File: src/rtl/mem_bus_arbiter.sv
// ---------------------------------------------------------------------------
// mem_bus_arbiter
//
// Shares a single memory port between the instruction-fetch (I) side and the
// data-access (D) side of the core. One requester is picked in IDLE, its
// request is latched onto the memory bus, and the read data is returned with
// a one-cycle active-low ack. A memory that never answers is cut off after
// TIMEOUT busy cycles: the requester still gets its ack (with zero data) and
// bus_err pulses so the hang is visible.
//
// Ports
//   clk, rst            clock; asynchronous active-low reset
//   i_req/i_addr        fetch request (always a word read)
//   i_rdata/i_ack_n     fetch data and one-cycle active-low completion
//   d_req/d_we/d_size   data request, store flag, access size
//   d_addr/d_wdata      data address and store data
//   d_rdata/d_ack_n     data read data and one-cycle active-low completion
//   m_req/m_we/m_size   memory request, write enable, access size
//   m_addr/m_wdata      memory address and write data
//   m_rdata/m_ack_n     memory read data and active-low completion
//   bus_err             one-cycle pulse when a hung transaction is aborted
//
// State    | meaning
// ---------+-----------------------------------------------------------------
// IDLE     | memory bus free; arbitrate between i_req and d_req each cycle
// I_BUSY   | fetch on the memory bus, waiting for m_ack_n or timeout
// D_BUSY   | data access on the memory bus, waiting for m_ack_n or timeout
// RESP     | requester ack_n low for this single cycle
// ---------------------------------------------------------------------------
module mem_bus_arbiter #(
  parameter int AW       = 32,
  parameter int DW       = 32,
  parameter int D_STREAK = 4,
  parameter int TIMEOUT  = 64
) (
  input  logic          clk,
  input  logic          rst,

  input  logic          i_req,
  input  logic [AW-1:0] i_addr,
  output logic [DW-1:0] i_rdata,
  output logic          i_ack_n,

  input  logic          d_req,
  input  logic          d_we,
  input  logic [1:0]    d_size,
  input  logic [AW-1:0] d_addr,
  input  logic [DW-1:0] d_wdata,
  output logic [DW-1:0] d_rdata,
  output logic          d_ack_n,

  output logic          m_req,
  output logic          m_we,
  output logic [1:0]    m_size,
  output logic [AW-1:0] m_addr,
  output logic [DW-1:0] m_wdata,
  input  logic [DW-1:0] m_rdata,
  input  logic          m_ack_n,

  output logic          bus_err
);

  localparam int SW = $clog2(D_STREAK + 1);
  localparam int TW = $clog2(TIMEOUT + 1);

  localparam logic [SW-1:0] STREAK_MAX = SW'(D_STREAK);
  localparam logic [TW-1:0] TMO_LIMIT  = TW'(TIMEOUT);

  typedef enum logic [1:0] {
    IDLE   = 2'd0,
    I_BUSY = 2'd1,
    D_BUSY = 2'd2,
    RESP   = 2'd3
  } state_t;

  state_t        state_q,   state_d;
  logic [SW-1:0] streak_q,  streak_d;
  logic [TW-1:0] tmo_q,     tmo_d;
  logic [TW-1:0] tmo_inc;

  logic          m_req_q,   m_req_d;
  logic          m_we_q,    m_we_d;
  logic [1:0]    m_size_q,  m_size_d;
  logic [AW-1:0] m_addr_q,  m_addr_d;
  logic [DW-1:0] m_wdata_q, m_wdata_d;

  logic [DW-1:0] i_rdata_q, i_rdata_d;
  logic [DW-1:0] d_rdata_q, d_rdata_d;
  logic          i_ack_n_q, i_ack_n_d;
  logic          d_ack_n_q, d_ack_n_d;
  logic          bus_err_q, bus_err_d;

  // D wins ties until it has taken D_STREAK grants in a row while I was
  // waiting; then I gets the next grant so fetch cannot be starved.
  logic          d_wins;
  assign d_wins  = d_req && !(i_req && (streak_q == STREAK_MAX));
  assign tmo_inc = tmo_q + 1'b1;

  always_comb begin
    state_d   = state_q;
    streak_d  = streak_q;
    tmo_d     = tmo_q;
    m_req_d   = m_req_q;
    m_we_d    = m_we_q;
    m_size_d  = m_size_q;
    m_addr_d  = m_addr_q;
    m_wdata_d = m_wdata_q;
    i_rdata_d = i_rdata_q;
    d_rdata_d = d_rdata_q;
    i_ack_n_d = 1'b1;
    d_ack_n_d = 1'b1;
    bus_err_d = 1'b0;

    case (state_q)
      IDLE: begin
        tmo_d = '0;
        if (d_wins) begin
          state_d   = D_BUSY;
          m_req_d   = 1'b1;
          m_we_d    = d_we;
          m_size_d  = d_size;
          m_addr_d  = d_addr;
          m_wdata_d = d_wdata;
          if (i_req) begin
            streak_d = (streak_q == STREAK_MAX) ? streak_q : streak_q + 1'b1;
          end else begin
            streak_d = '0;
          end
        end else if (i_req) begin
          state_d  = I_BUSY;
          m_req_d  = 1'b1;
          m_we_d   = 1'b0;
          m_size_d = 2'b00;
          m_addr_d = i_addr;
          streak_d = '0;
        end
      end

      I_BUSY, D_BUSY: begin
        tmo_d = tmo_inc;
        if (!m_ack_n) begin
          m_req_d = 1'b0;
          state_d = RESP;
          if (state_q == I_BUSY) begin
            i_rdata_d = m_rdata;
            i_ack_n_d = 1'b0;
          end else begin
            d_rdata_d = m_rdata;
            d_ack_n_d = 1'b0;
          end
        end else if (tmo_inc == TMO_LIMIT) begin
          // Memory never answered: release the bus and complete the
          // requester with zero data so the core does not hang with it.
          m_req_d   = 1'b0;
          state_d   = RESP;
          bus_err_d = 1'b1;
          if (state_q == I_BUSY) begin
            i_rdata_d = '0;
            i_ack_n_d = 1'b0;
          end else begin
            d_rdata_d = '0;
            d_ack_n_d = 1'b0;
          end
        end
      end

      RESP: begin
        // ack_n is low during this cycle only; requests are re-sampled in IDLE.
        tmo_d   = '0;
        state_d = IDLE;
      end

      default: begin
        state_d = IDLE;
        m_req_d = 1'b0;
        tmo_d   = '0;
      end
    endcase
  end

  always_ff @(posedge clk or negedge rst) begin
    if (!rst) begin
      state_q   <= IDLE;
      streak_q  <= '0;
      tmo_q     <= '0;
      m_req_q   <= 1'b0;
      m_we_q    <= 1'b0;
      m_size_q  <= 2'b00;
      m_addr_q  <= '0;
      m_wdata_q <= '0;
      i_rdata_q <= '0;
      d_rdata_q <= '0;
      i_ack_n_q <= 1'b1;
      d_ack_n_q <= 1'b1;
      bus_err_q <= 1'b0;
    end else begin
      state_q   <= state_d;
      streak_q  <= streak_d;
      tmo_q     <= tmo_d;
      m_req_q   <= m_req_d;
      m_we_q    <= m_we_d;
      m_size_q  <= m_size_d;
      m_addr_q  <= m_addr_d;
      m_wdata_q <= m_wdata_d;
      i_rdata_q <= i_rdata_d;
      d_rdata_q <= d_rdata_d;
      i_ack_n_q <= i_ack_n_d;
      d_ack_n_q <= d_ack_n_d;
      bus_err_q <= bus_err_d;
    end
  end

  assign m_req   = m_req_q;
  assign m_we    = m_we_q;
  assign m_size  = m_size_q;
  assign m_addr  = m_addr_q;
  assign m_wdata = m_wdata_q;
  assign i_rdata = i_rdata_q;
  assign d_rdata = d_rdata_q;
  assign i_ack_n = i_ack_n_q;
  assign d_ack_n = d_ack_n_q;
  assign bus_err = bus_err_q;

endmodule

File: config.mk
export PLATFORM = sky130hd
export DESIGN_NAME = mem_bus_arbiter
export DESIGN_NICKNAME = d
export VERILOG_FILES = /design/src/rtl/mem_bus_arbiter.sv
export SDC_FILE = /design/constraint.sdc
export NUM_CORES = 1
export LEC_CHECK = 0
export CORE_MARGIN = 5
export CORE_UTILIZATION = 47
export DETAILED_ROUTE_END_ITERATION = 7
export PLACE_DENSITY = 0.86
export SKIP_LAST_GASP = 1
export SYNTH_ARGS = -nofsm -noshare
export SYNTH_HDL_FRONTEND = slang
export SYNTH_SLANG_ARGS = --single-unit
File: constraint.sdc
create_clock -name clk -period 3.4 [get_ports clk]
set_input_delay 0.68 -clock clk [delete_from_list [all_inputs] [get_ports clk]]
set_output_delay 0.68 -clock clk [all_outputs]
set_load 0.02 [all_outputs]
==> flow_summary.yaml <==
outcome:
  status: "finished clean"
cells_and_area:
  multiInputGateArea_sq_um: 2864
  drive_gt1_share_pct: 12.55
  fillers: 1035
  ff_latch_area_sq_um: 3681
  synthToLayoutAreaGrowth_pct: 50.74
  n_antenna_cell: 0
  nets: 1095
cts:
  cts_made_buffers: 17
  clock_sinks: 147
  htreeDepth: 4
  cts_tree: "done"
  clock_latency_ns: 0.42
  cts_root_buf: "clkbuf_16"
  clkTransAtPathRegs_ns: 0.06
  postCtsSetupBuffers: 0
  clk_path_buf_depth: 2
  holdBufCountCts: 0
  ctsResizeCount: 0
sta:
  fin_hold_ws_ns: 0.3023
  setup_tns_ns: 0
  slew_violations: 0
  finalCritPeriodShare_pct: 72.18
  setup_ws_ns: 0.9459
  rsz0062_at_grt: "false"
  relSlewSlack_pct: 50.81
  skew_ns: 0.008002
  finalCriticalPeriod_ns: 2.454
  setup_viol: 0
  tightest_slew_ns: 0.7367
  finalHoldViolations: 0
  clock.fmax_ghz: 0.4075
setup_path:
  r2r-start: "tmo_q[0]"
  critPathMaxStageDelay_ns: 0.46
  worstPathCellList: "ha_1, and2_1, a21oi_2, o32a_4, nor2_4, buf_12, o21ai_0"
  rrSetupSlack_ns: 0.95
  cp-end-kind: "flop"
  cp_data_required_time_ns: 3.68
  cp_max_fo: 55
  startpoint: "tmo_q[0]"
  r2r_cells: 7
  r2r_end: "d_rdata[15]"
  cp-start-kind: "flop"
  arrival_ns: 2.73
  worst_path_max_delay_cell: "dfrtp_1"
  crit_family: "simple AND/OR/NAND/NOR gates"
  worstSetupPathType: "reg -> reg"
  crit_buf_inv: 1
place:
  gp_congestion: 0.8319
  dp_slack_ns: 0.8184
  io_buffers: 270
  place_hpwl_microns: 14160
power:
  power.leakage_nw: 4.304
  switching_share_pct: 39.04
  p_int_mw: 6.173
  power.density_nw_per_um2: 986.6
  net-switching-power_mw: 3.954
  p_clk_share_pct: 19.6
  ir_drop_uv: 772.8
  seqPwrFrac_pct: 31.3
  comb_power_share_pct: 49.1
global_route:
  grt_pass1_wl_microns: 31820
  grt_overflow_total: 0
  grt_max_degree: 77
  antenna_found_initial: 0
  track_usage_pct: 23.98
  grt_pass1_vias: 6144
floorplan:
  die_h_microns: 130.4
  die_w_microns: 130.4
  design.portCount: 271
  dieArea_sq_um: 17000
  initial_core_util_pct: 47.39
  row_count: 44
  core-area_sq_um: 14370
yosys:
  synth-seq-area-share_pct: 54.06
  syn_area_per_cell_sq_um: 9.769
  syn_nets: 839
  synthMuxAreaShare_pct: 9.996
  synth-xor-area-share_pct: 0.6431
  synth_cell_types: 43
  synth_top_family_by_area: "compound AO/OA/AOI/OAI gates"
  synthAdderAreaFrac_pct: 1.103
  syn_inst: 697
  synth_edf_count: 0
  synthArstFlopShare_pct: 100.0
  synth-compound-area-share_pct: 16.02
  synth-simple-area-share_pct: 13.86
  synth_area_sq_um: 6809
  yosys_warnings: 0
  synth_seq_cells: 147
  ys.flop_type: "dfrtp_1"
route:
  routed_wl_microns: 20070
  drtPass1Iterations: 5
  vias_per_cell: 5.239
  vias: 6014
  ant_nets: 0
  drc: 0
  first_iter_violations: 419
  wl_per_cell_microns: 17.49
min_path:
  hold_path.class: "in -> async"
run:
  maxCapViolCount: 0
[worst max-delay path by stage]
stage | slack, ns | depth (start not counted) | end
final | 0.95 | 7 | d_rdata[15]
after global routing | 0.76 | 7 | d_rdata[15]
after CTS | 0.93 | 7 | d_rdata[24]
after detailed placement | 0.82 | 6 | m_addr[11]
after global placement | 0.91 | 6 | m_wdata[1]
after floorplan | 1.55 | 5 | m_wdata[10]
[layer usage]
metal	wire (microns)	GRT usage (%)	part of all wire (%)	vias up
li1	-	-	-	2879
met1	7990	29.47	40	2882
met2	10010	39.86	50	208
met3	1436	6.877	7.2	45
met4	640	9.861	3.2	0
met5	0	0	0	-
[through the flow]
step	cells	util, %	power (mW)	cell area, sq um
final	1148	71.43	10.13	10260
after global routing	1148	71.43	10.75	10260
after CTS	1148	71.43	10.22	10260
after detailed placement	1118	67.08	8.168	9639
after global placement	1118	67.08	7.996	9639
after floorplan	697	-	5.803	6809
[final cells by class]
class | count | share of cell area [%]
Sequential cell | 147 | 35.86
Tap cell | 184 | 2.243
Inverter | 10 | 0.3657
Timing Repair Buffer | 282 | 27.54
Multi-Input combinational cell | 495 | 27.90
Clock inverter | 9 | 1.499
Clock buffer | 21 | 4.584
[registers in the layout, indices dropped and copies added (netlist names)]
signal	count
i_rdata	32
streak_q	3
bus_err	1
m_addr	32
state_q	2
m_size	2
i_ack_n	1
m_we	1
d_ack_n	1
d_rdata	32
tmo_q	7
m_req	1
m_wdata	32
[cells in the final DEF (no fill, tap or decap), types with 2 or more instances in the layout]
cell,n
clkinv_2,2
a21oi_1,66
mux2_2,32
clkbuf_16,17
clkdlybuf4s50_1,268
xor2_1,2
o21bai_2,2
o22ai_1,3
dfstp_2,2
clkbuf_8,3
and2_1,2
dfrtp_1,145
buf_4,9
nand3_2,2
o21ai_0,77
nor2_1,72
clkinvlp_4,2
xnor2_1,3
o21ai_4,2
mux2i_1,32
bufinv_16,4
buf_12,3
ha_1,6
nand3_1,4
inv_1,8
nand2_1,142
o21ai_2,28
[cells by family after synthesis]
logic type	count (synthesis)
and+or+nand+nor	234
muxes	64
buffers and inverters	55
DFF	147
AOI/OAI and AO/OA	186
adders and majority gates	6
xor gates and xnor gates	5
[worst reg2reg max path, stage by stage, from the launching register on]
cell,delay (ns)
dfrtp_1,0.46
ha_1,0.32
and2_1,0.21
a21oi_2,0.08
o32a_4,0.34
nor2_4,0.39
buf_12,0.35
o21ai_0,0.18
[power by group through the flow]
| stage | Clock, mW | Combinational (mW) | Sequential, mW |
|---|---|---|---|
| global placement | 0 | 4.87 | 3.13 |
| finish | 1.98 | 4.97 | 3.17 |
| detailed placement | 0 | 5.00 | 3.17 |
| CTS | 2.03 | 5.03 | 3.17 |
| floorplan | 0 | 1.76 | 4.04 |
| global route | 2.11 | 5.37 | 3.27 |
[Yosys cell counts, drive strengths merged, types with 2 or more instances]
| library cell | count | area [sq um] |
|---|---|---|
| dfrtp | 145 | 3628 |
| nand2 | 143 | 536.8 |
| o21ai | 108 | 645.6 |
| nor2 | 74 | 285.3 |
| a21oi | 67 | 339.1 |
| clkbuf | 32 | 123.9 |
| mux2 | 32 | 360.4 |
| mux2i | 32 | 320.3 |
| buf | 13 | 132.6 |
| inv | 9 | 33.78 |
| ha | 6 | 75.07 |
| nand3 | 6 | 40.04 |
| o22ai | 3 | 18.77 |
| xnor2 | 3 | 26.28 |
| and2 | 2 | 12.51 |
| dfstp | 2 | 52.55 |
| nand2b | 2 | 12.51 |
| o21bai | 2 | 22.52 |
| xor2 | 2 | 17.52 |
(Power assumes the default switching activity.)
